`src/rtl/riscv_pkg.sv`:
```
// Shared RV32I datapath constants.
// Register-file geometry and the r_or_w mode encoding.
package riscv_pkg;

    localparam int XLEN       = 32;
    localparam int REG_ADDR_W = 5;
    localparam int NUM_REGS   = 32;

    localparam logic RD_MODE = 1'b1;
    localparam logic WR_MODE = 1'b0;

endpackage

```
`src/rtl/reg_read_port.sv`:
```
// One combinational read port of the integer register file.
// x0 is forced to zero here regardless of array contents.
module reg_read_port
    import riscv_pkg::*;
#(
    parameter int DATA_WIDTH = XLEN,
    parameter int ADDR_WIDTH = REG_ADDR_W,
    parameter int NREGS      = 2 ** ADDR_WIDTH
) (
    input  logic [ADDR_WIDTH-1:0]             addr,
    input  logic [NREGS-1:0][DATA_WIDTH-1:0]  regs,
    output logic [DATA_WIDTH-1:0]             data
);

    always_comb begin
        data = '0;
        if (addr != '0) begin
            data = regs[addr];
        end
    end

endmodule

```
`src/rtl/register.sv`:
```
// RV32I integer register file: 32 x 32, two registered read ports,
// one write port, and a per-cycle read/write mode select.
module register
    import riscv_pkg::*;
#(
    parameter int DATA_WIDTH = XLEN,
    parameter int ADDR_WIDTH = REG_ADDR_W
) (
    input  logic                  clk,
    input  logic                  reset,
    input  logic [ADDR_WIDTH-1:0] register_read_addr_1,
    input  logic [ADDR_WIDTH-1:0] register_read_addr_2,
    input  logic [ADDR_WIDTH-1:0] register_write_addr,
    input  logic                  r_or_w,
    input  logic [DATA_WIDTH-1:0] write_reg_val,
    output logic [DATA_WIDTH-1:0] read_reg_value_1,
    output logic [DATA_WIDTH-1:0] read_reg_value_2
);

    localparam int NREGS = 2 ** ADDR_WIDTH;

    logic [NREGS-1:0][DATA_WIDTH-1:0] regs;
    logic [DATA_WIDTH-1:0]            rd_data_1;
    logic [DATA_WIDTH-1:0]            rd_data_2;

    // x0 is never written, so its storage stays at its reset value of 0
    always_ff @(posedge clk) begin
        if (reset) begin
            regs <= '0;
        end else if (r_or_w == WR_MODE && register_write_addr != '0) begin
            regs[register_write_addr] <= write_reg_val;
        end
    end

    reg_read_port #(
        .DATA_WIDTH (DATA_WIDTH),
        .ADDR_WIDTH (ADDR_WIDTH),
        .NREGS      (NREGS)
    ) u_port_1 (
        .addr (register_read_addr_1),
        .regs (regs),
        .data (rd_data_1)
    );

    reg_read_port #(
        .DATA_WIDTH (DATA_WIDTH),
        .ADDR_WIDTH (ADDR_WIDTH),
        .NREGS      (NREGS)
    ) u_port_2 (
        .addr (register_read_addr_2),
        .regs (regs),
        .data (rd_data_2)
    );

    always_ff @(posedge clk) begin
        if (reset) begin
            read_reg_value_1 <= '0;
            read_reg_value_2 <= '0;
        end else if (r_or_w == RD_MODE) begin
            read_reg_value_1 <= rd_data_1;
            read_reg_value_2 <= rd_data_2;
        end
    end

endmodule

```
`config.mk`:
```
export PLATFORM = sky130hd
export DESIGN_NAME = register
export DESIGN_NICKNAME = d
export VERILOG_FILES = /design/src/rtl/riscv_pkg.sv /design/src/rtl/reg_read_port.sv /design/src/rtl/register.sv
export SDC_FILE = /design/constraint.sdc
export NUM_CORES = 2
export LEC_CHECK = 0
export CORE_MARGIN = 2
export CORE_UTILIZATION = 35
export CTS_CLUSTER_SIZE = 10
export DETAILED_ROUTE_END_ITERATION = 8
export PLACE_DENSITY = 0.46
export REMOVE_ABC_BUFFERS = 1
export SLEW_MARGIN = 20
export SYNTH_ARGS = -nofsm -noshare
export SYNTH_HDL_FRONTEND = slang
export SYNTH_SLANG_ARGS = --single-unit
export TNS_END_PERCENT = 10
```
`constraint.sdc`:
```
create_clock -name clk -period 3.2 [get_ports clk]
set_input_delay 0.96 -clock clk [delete_from_list [all_inputs] [get_ports clk]]
set_output_delay 0.96 -clock clk [all_outputs]
set_load 0.01 [all_outputs]
```
### Word level (Yosys, flattened, before mapping)

Index checks and enable logic that the tools add are counted.

| operators by class | value |
|---|---|
| muxes and demuxes | 9 |
| order comparisons | 4 |
| reduce and logical (&&, ||, !) cells | 5 |
| bitwise gates (word level) | 1 |

Operator list:

| cell | count |
|---|---|
| bitwise mux 1024 bit | 1 |
| binary-select mux 32 bit (select 5 bit) | 2 |
| demux 32 bit (select 5 bit) | 1 |
| 2-to-1 mux 32 bit | 5 |
| less-than comparator 5 x 6 -> 1 bit, second input constant | 3 |
| nonzero test 5 bit | 3 |
| >= comparator 5 x 1 -> 1 bit, second input constant | 1 |
| logical AND 1 bit | 2 |
| inverter 1 bit | 1 |

| storage, ports and cells | value |
|---|---|
| logic and storage cells | 53 |
| register bits | 1088 |
| output and inout bits | 64 |
| input port bits | 50 |

### Depth between registers and ports, before layout

| logic depth | value |
|---|---|
| word-level depth | 5 |
| gate-level depth with buffers | 8 |
| mapped depth without buffers | 4 |

### Modules after synthesis

A second synthesis with hierarchy kept.

| second synthesis, totals | value |
|---|---|
| cell total of the unflattened synthesis | 4971 |
| area total of the unflattened synthesis | 57626.5 um^2 |

Modules (own cells, without submodules):

| module | area each (um^2) | sequential area each (um^2) | instances | cells an instance |
|---|---|---|---|---|
| register | 40890.5 | 21780.9 | 1 | 3643 |
| reg_read_port | 8368.0 | 0.0 | 2 | 664 |

### Worst setup path before layout

No wires, ideal clock.

| path | value |
|---|---|
| path type | input-to-reg |
| from | in register_read_addr_2[2] |
| to | reg read_reg_value_2[12] |
| buffers on the path | 3 |
| path slack | 0.662 ns |
| data required time | 3.064 ns |
| cell stages on the path | 7 |
| library setup time | 0.136 ns |
| arrival | 2.402 ns |
| path through | buf_2 buf_2 clkbuf_1 mux4_2 a32o_1 a21oi_1 o311ai_1 |

| on the way | value |
|---|---|
| word-level cells in the longest chain between the ends | 3 |
| elaborated cells between the ends (all ways) | 4 |
| classes of those cells | mux (3); reduce/logical (1) |

Ends and longest elaborated chain:

| item | line | text |
|---|---|---|
| start, declared | register.sv:12 | `input logic [ADDR_WIDTH-1:0] register_read_addr_2,` |
| binary-select mux 32 bit (select 5 bit) | reg_read_port.sv:18 | `data = regs[addr];` |
| 2-to-1 mux 32 bit (implied by the code) | reg_read_port.sv:18 |  |
| 2-to-1 mux 32 bit * | reg_read_port.sv:17 | `if (addr != '0) begin` |
| end signal, assigned | register.sv:61 | `read_reg_value_2 <= rd_data_2;` |
| end, declared | register.sv:17 | `output logic [DATA_WIDTH-1:0] read_reg_value_2` |

Every way passes the cells marked *; elsewhere a longest branch is shown, timed or not. The select of a mux whose other input is x is not followed.
A chain may end at the register's enable or synchronous reset.

### Final worst setup path

| path | value |
|---|---|
| from | reg read_reg_value_2[13] |
| to | out read_reg_value_2[13] |

No word-level cell between the ends.

==> results.sh <==
export IMPL_status="completed"
export IMPL_track_usage=0.298
export IMPL_finalClockSkew_ns=0.0272
export IMPL_initial_core_util=0.351
export IMPL_cp_end_kind="output port"
export IMPL_p_leak_nw=21.4
export IMPL_nNetsFinal=6180
export IMPL_hold_viol=0
export IMPL_ios=114
export IMPL_synth_seq_cells=1088
export IMPL_clockBufferDepth=3
export IMPL_viasPerCell=5.81
export IMPL_met3_length_mm=17.3
export IMPL_final_cells=8244
export IMPL_cp_slowest_stage_delay_ns=0.66
export IMPL_gp_routability_congestion=0.856
export IMPL_yosys_warnings=0
export IMPL_hp_class="register to register"
export IMPL_dieArea_mm2=0.157
export IMPL_fin_crit_sh=0.950
export IMPL_path_max_fanout=2
export IMPL_rsz0062_at_grt="no"
export IMPL_slew_headroom=0.300
export IMPL_p_total_mw=30.9
export IMPL_num_vias=47900
export IMPL_root_buffer="clkbuf_16"
export IMPL_antenna_found_initial=7
export IMPL_cts_buffers=134
export IMPL_syn_area_mm2=0.0540
export IMPL_numPortBuffers=113
export IMPL_die_w_um=397
export IMPL_synth_top_area_cell="dfxtp_1"
export IMPL_crit_slowest_cell="dfxtp_1"
export IMPL_cts_tree="yes"
export IMPL_ir_drop_uv=550
export IMPL_wire_per_inst_um=29.0
export IMPL_worstPathArrival_ns=2.08
export IMPL_powerDensity_mw_per_mm2=481
export IMPL_synth_cell_types=39
export IMPL_worst_path_buf_inv=1
export IMPL_cts_resized=0
export IMPL_cp_top_family="flip-flops"
export IMPL_grt_max_degree=182
export IMPL_fmaxAchievable_ghz=0.329
export IMPL_die_y_um=397
export IMPL_ys_seq_area_frac=0.404
export IMPL_syn_inst=6106
export IMPL_clock_sinks=1088
export IMPL_route_met2_wl_mm=110
export IMPL_cts_post_setup_buffers_inserted=0
export IMPL_num_rows=144
export IMPL_postLayoutCoreUtil=0.418
export IMPL_dpl_hpwl_mm=154
export IMPL_core_mm2=0.154
export IMPL_synth_top_cell_area_share=0.404
export IMPL_layout_drive_gt1_share=0.171
export IMPL_grt_pass1_wl_mm=342
export IMPL_drc=0
export IMPL_dp_cells=8038
export IMPL_drt_wl_total_mm=239
export IMPL_synth_area_top_cells="dfxtp_1 40%, mux4_2 16%, nand2_1 14%, a21oi_1 10%, mux2i_1 6.6%"
export IMPL_htreeDepth=4
export IMPL_antenna_left=0
export IMPL_worstPathCellList="clkdlybuf4s50_1"
export IMPL_grt_remaining_overflow=0
export IMPL_pre_cts_slack_ns=0.0746
export IMPL_top_layer_used="met5"
export IMPL_setup_viol=0
export IMPL_layout_setup_ws_ns=0.159
export IMPL_grt_pass1_vias=45200
export IMPL_syn_avg_cell_area_um2=8.84
export IMPL_cp_start_kind="register"
export IMPL_period_needed_ns=3.04
export IMPL_wl_met1_mm=104
export IMPL_path_clk_slew_ns=0.05
export IMPL_crit_type="register to output port"
export IMPL_area_growth_pct=18.9
export IMPL_drt_first_pass_iters=6
export IMPL_clock_latency_ns=0.79
export IMPL_required_ns=2.24
export IMPL_cts_hold_fix_buffers=0
export IMPL_tightest_slew_ns=1.05
export IMPL_slew_violations=0
export IMPL_drt_iter0_markers=5414
export IMPL_max_cap_violations=0
[Yosys cell counts (all sizes together)]
master and number:
nor3 4, and2 39, or2 64, nor2 31, mux2i 354, buf 231, o311ai 64, nand2b 1
and3 13, nor3b 5, a21boi 30, and3b 4, nand3 1, or3 1, nor2b 69, a32o 52
a221oi 12, clkbuf 393, nand2 2017, and4bb 1, or4 2, a21oi 1078, or3b 5, a22oi 128
a211oi 30, dfxtp 1088, nand3b 4, nor4bb 1, mux4 384
[cells in the final DEF, fill, tap and decap left out, drive strengths merged, types with 5 or more instances in the layout]
master,count
a211oi,30
a21boi,30
a21oi,1078
a221oi,12
a22oi,128
a32o,52
and2,39
and3,13
buf,407
clkbuf,189
clkdlybuf4s50,104
clkinv,9
dfxtp,1088
inv,7
mux2i,354
mux4,384
nand2,2017
nor2,31
nor2b,69
nor3b,5
o311ai,64
or2,64
or3b,5
[per-layer routing]
| layer | global-route usage | up-vias |
|---|---|---|
| li1 | - | 21400 |
| met1 | 0.410 | 24200 |
| met2 | 0.474 | 1988 |
| met3 | 0.0492 | 396 |
| met4 | 0.101 | 2 |
| met5 | 0 | - |
[where the power goes]
group | switching, mW | internal [mW] | total (mW)
sequential | 0.113 | 13.7 | 13.8
clock | 6.16 | 8.15 | 14.3
combinational | 1.82 | 0.990 | 2.81
total | 8.09 | 22.8 | 30.9
[per-stage QoR]
| stage | hold slack, ns | setup TNS [ns] | cell area (um^2) |
|---|---|---|---|
| final | 0.463 | 0 | 64200 |
| after global routing | 0.478 | 0 | 64200 |
| after CTS | 0.463 | 0 | 64200 |
| after detailed placement | 0.455 | 0 | 60300 |
| after global placement | 0.450 | -3.70 | 60200 |
| after floorplan | 0.437 | -68.75 | 51100 |
[area by class of cell]
class                      instances  area, um^2
clock inverter                    16         140
tap                             2044        2560
fill                           15000       89500
clock buffer                     188        3780
sequential                      1088       21800
multi-input combinational       4394       29700
timing repair buffer             512        6230
antenna                            2        5.00
[final timing paths]
check,startpoint,endpoint,slack (ns),cells after the start
worst max-delay path,read_reg_value_2[13],read_reg_value_2[13],0.16,1
worst min-delay path,regs[976],regs[976],0.46,2
worst max register to register,regs[336],read_reg_value_1[16],1.44,5
worst min register to register,regs[976],regs[976],0.46,2
[cell families (layout without fill, tap and decap cells)]
group / count (synthesis) / count (layout) / synth area share
simple gates: 2262 / 2262 / 0.169
compound gates: 1394 / 1394 / 0.149
flops: 1088 / 1088 / 0.404
mux: 738 / 738 / 0.226
buf+inv: 624 / 716 / 0.0526
other cells: 0 / 2 / 0
[sequential cells by signal, summed over array words and instances, names as in the netlist]
register          count
read_reg_value_1     32
regs               1024
read_reg_value_2     32
Note: power is estimated with default switching activity, not from simulation.
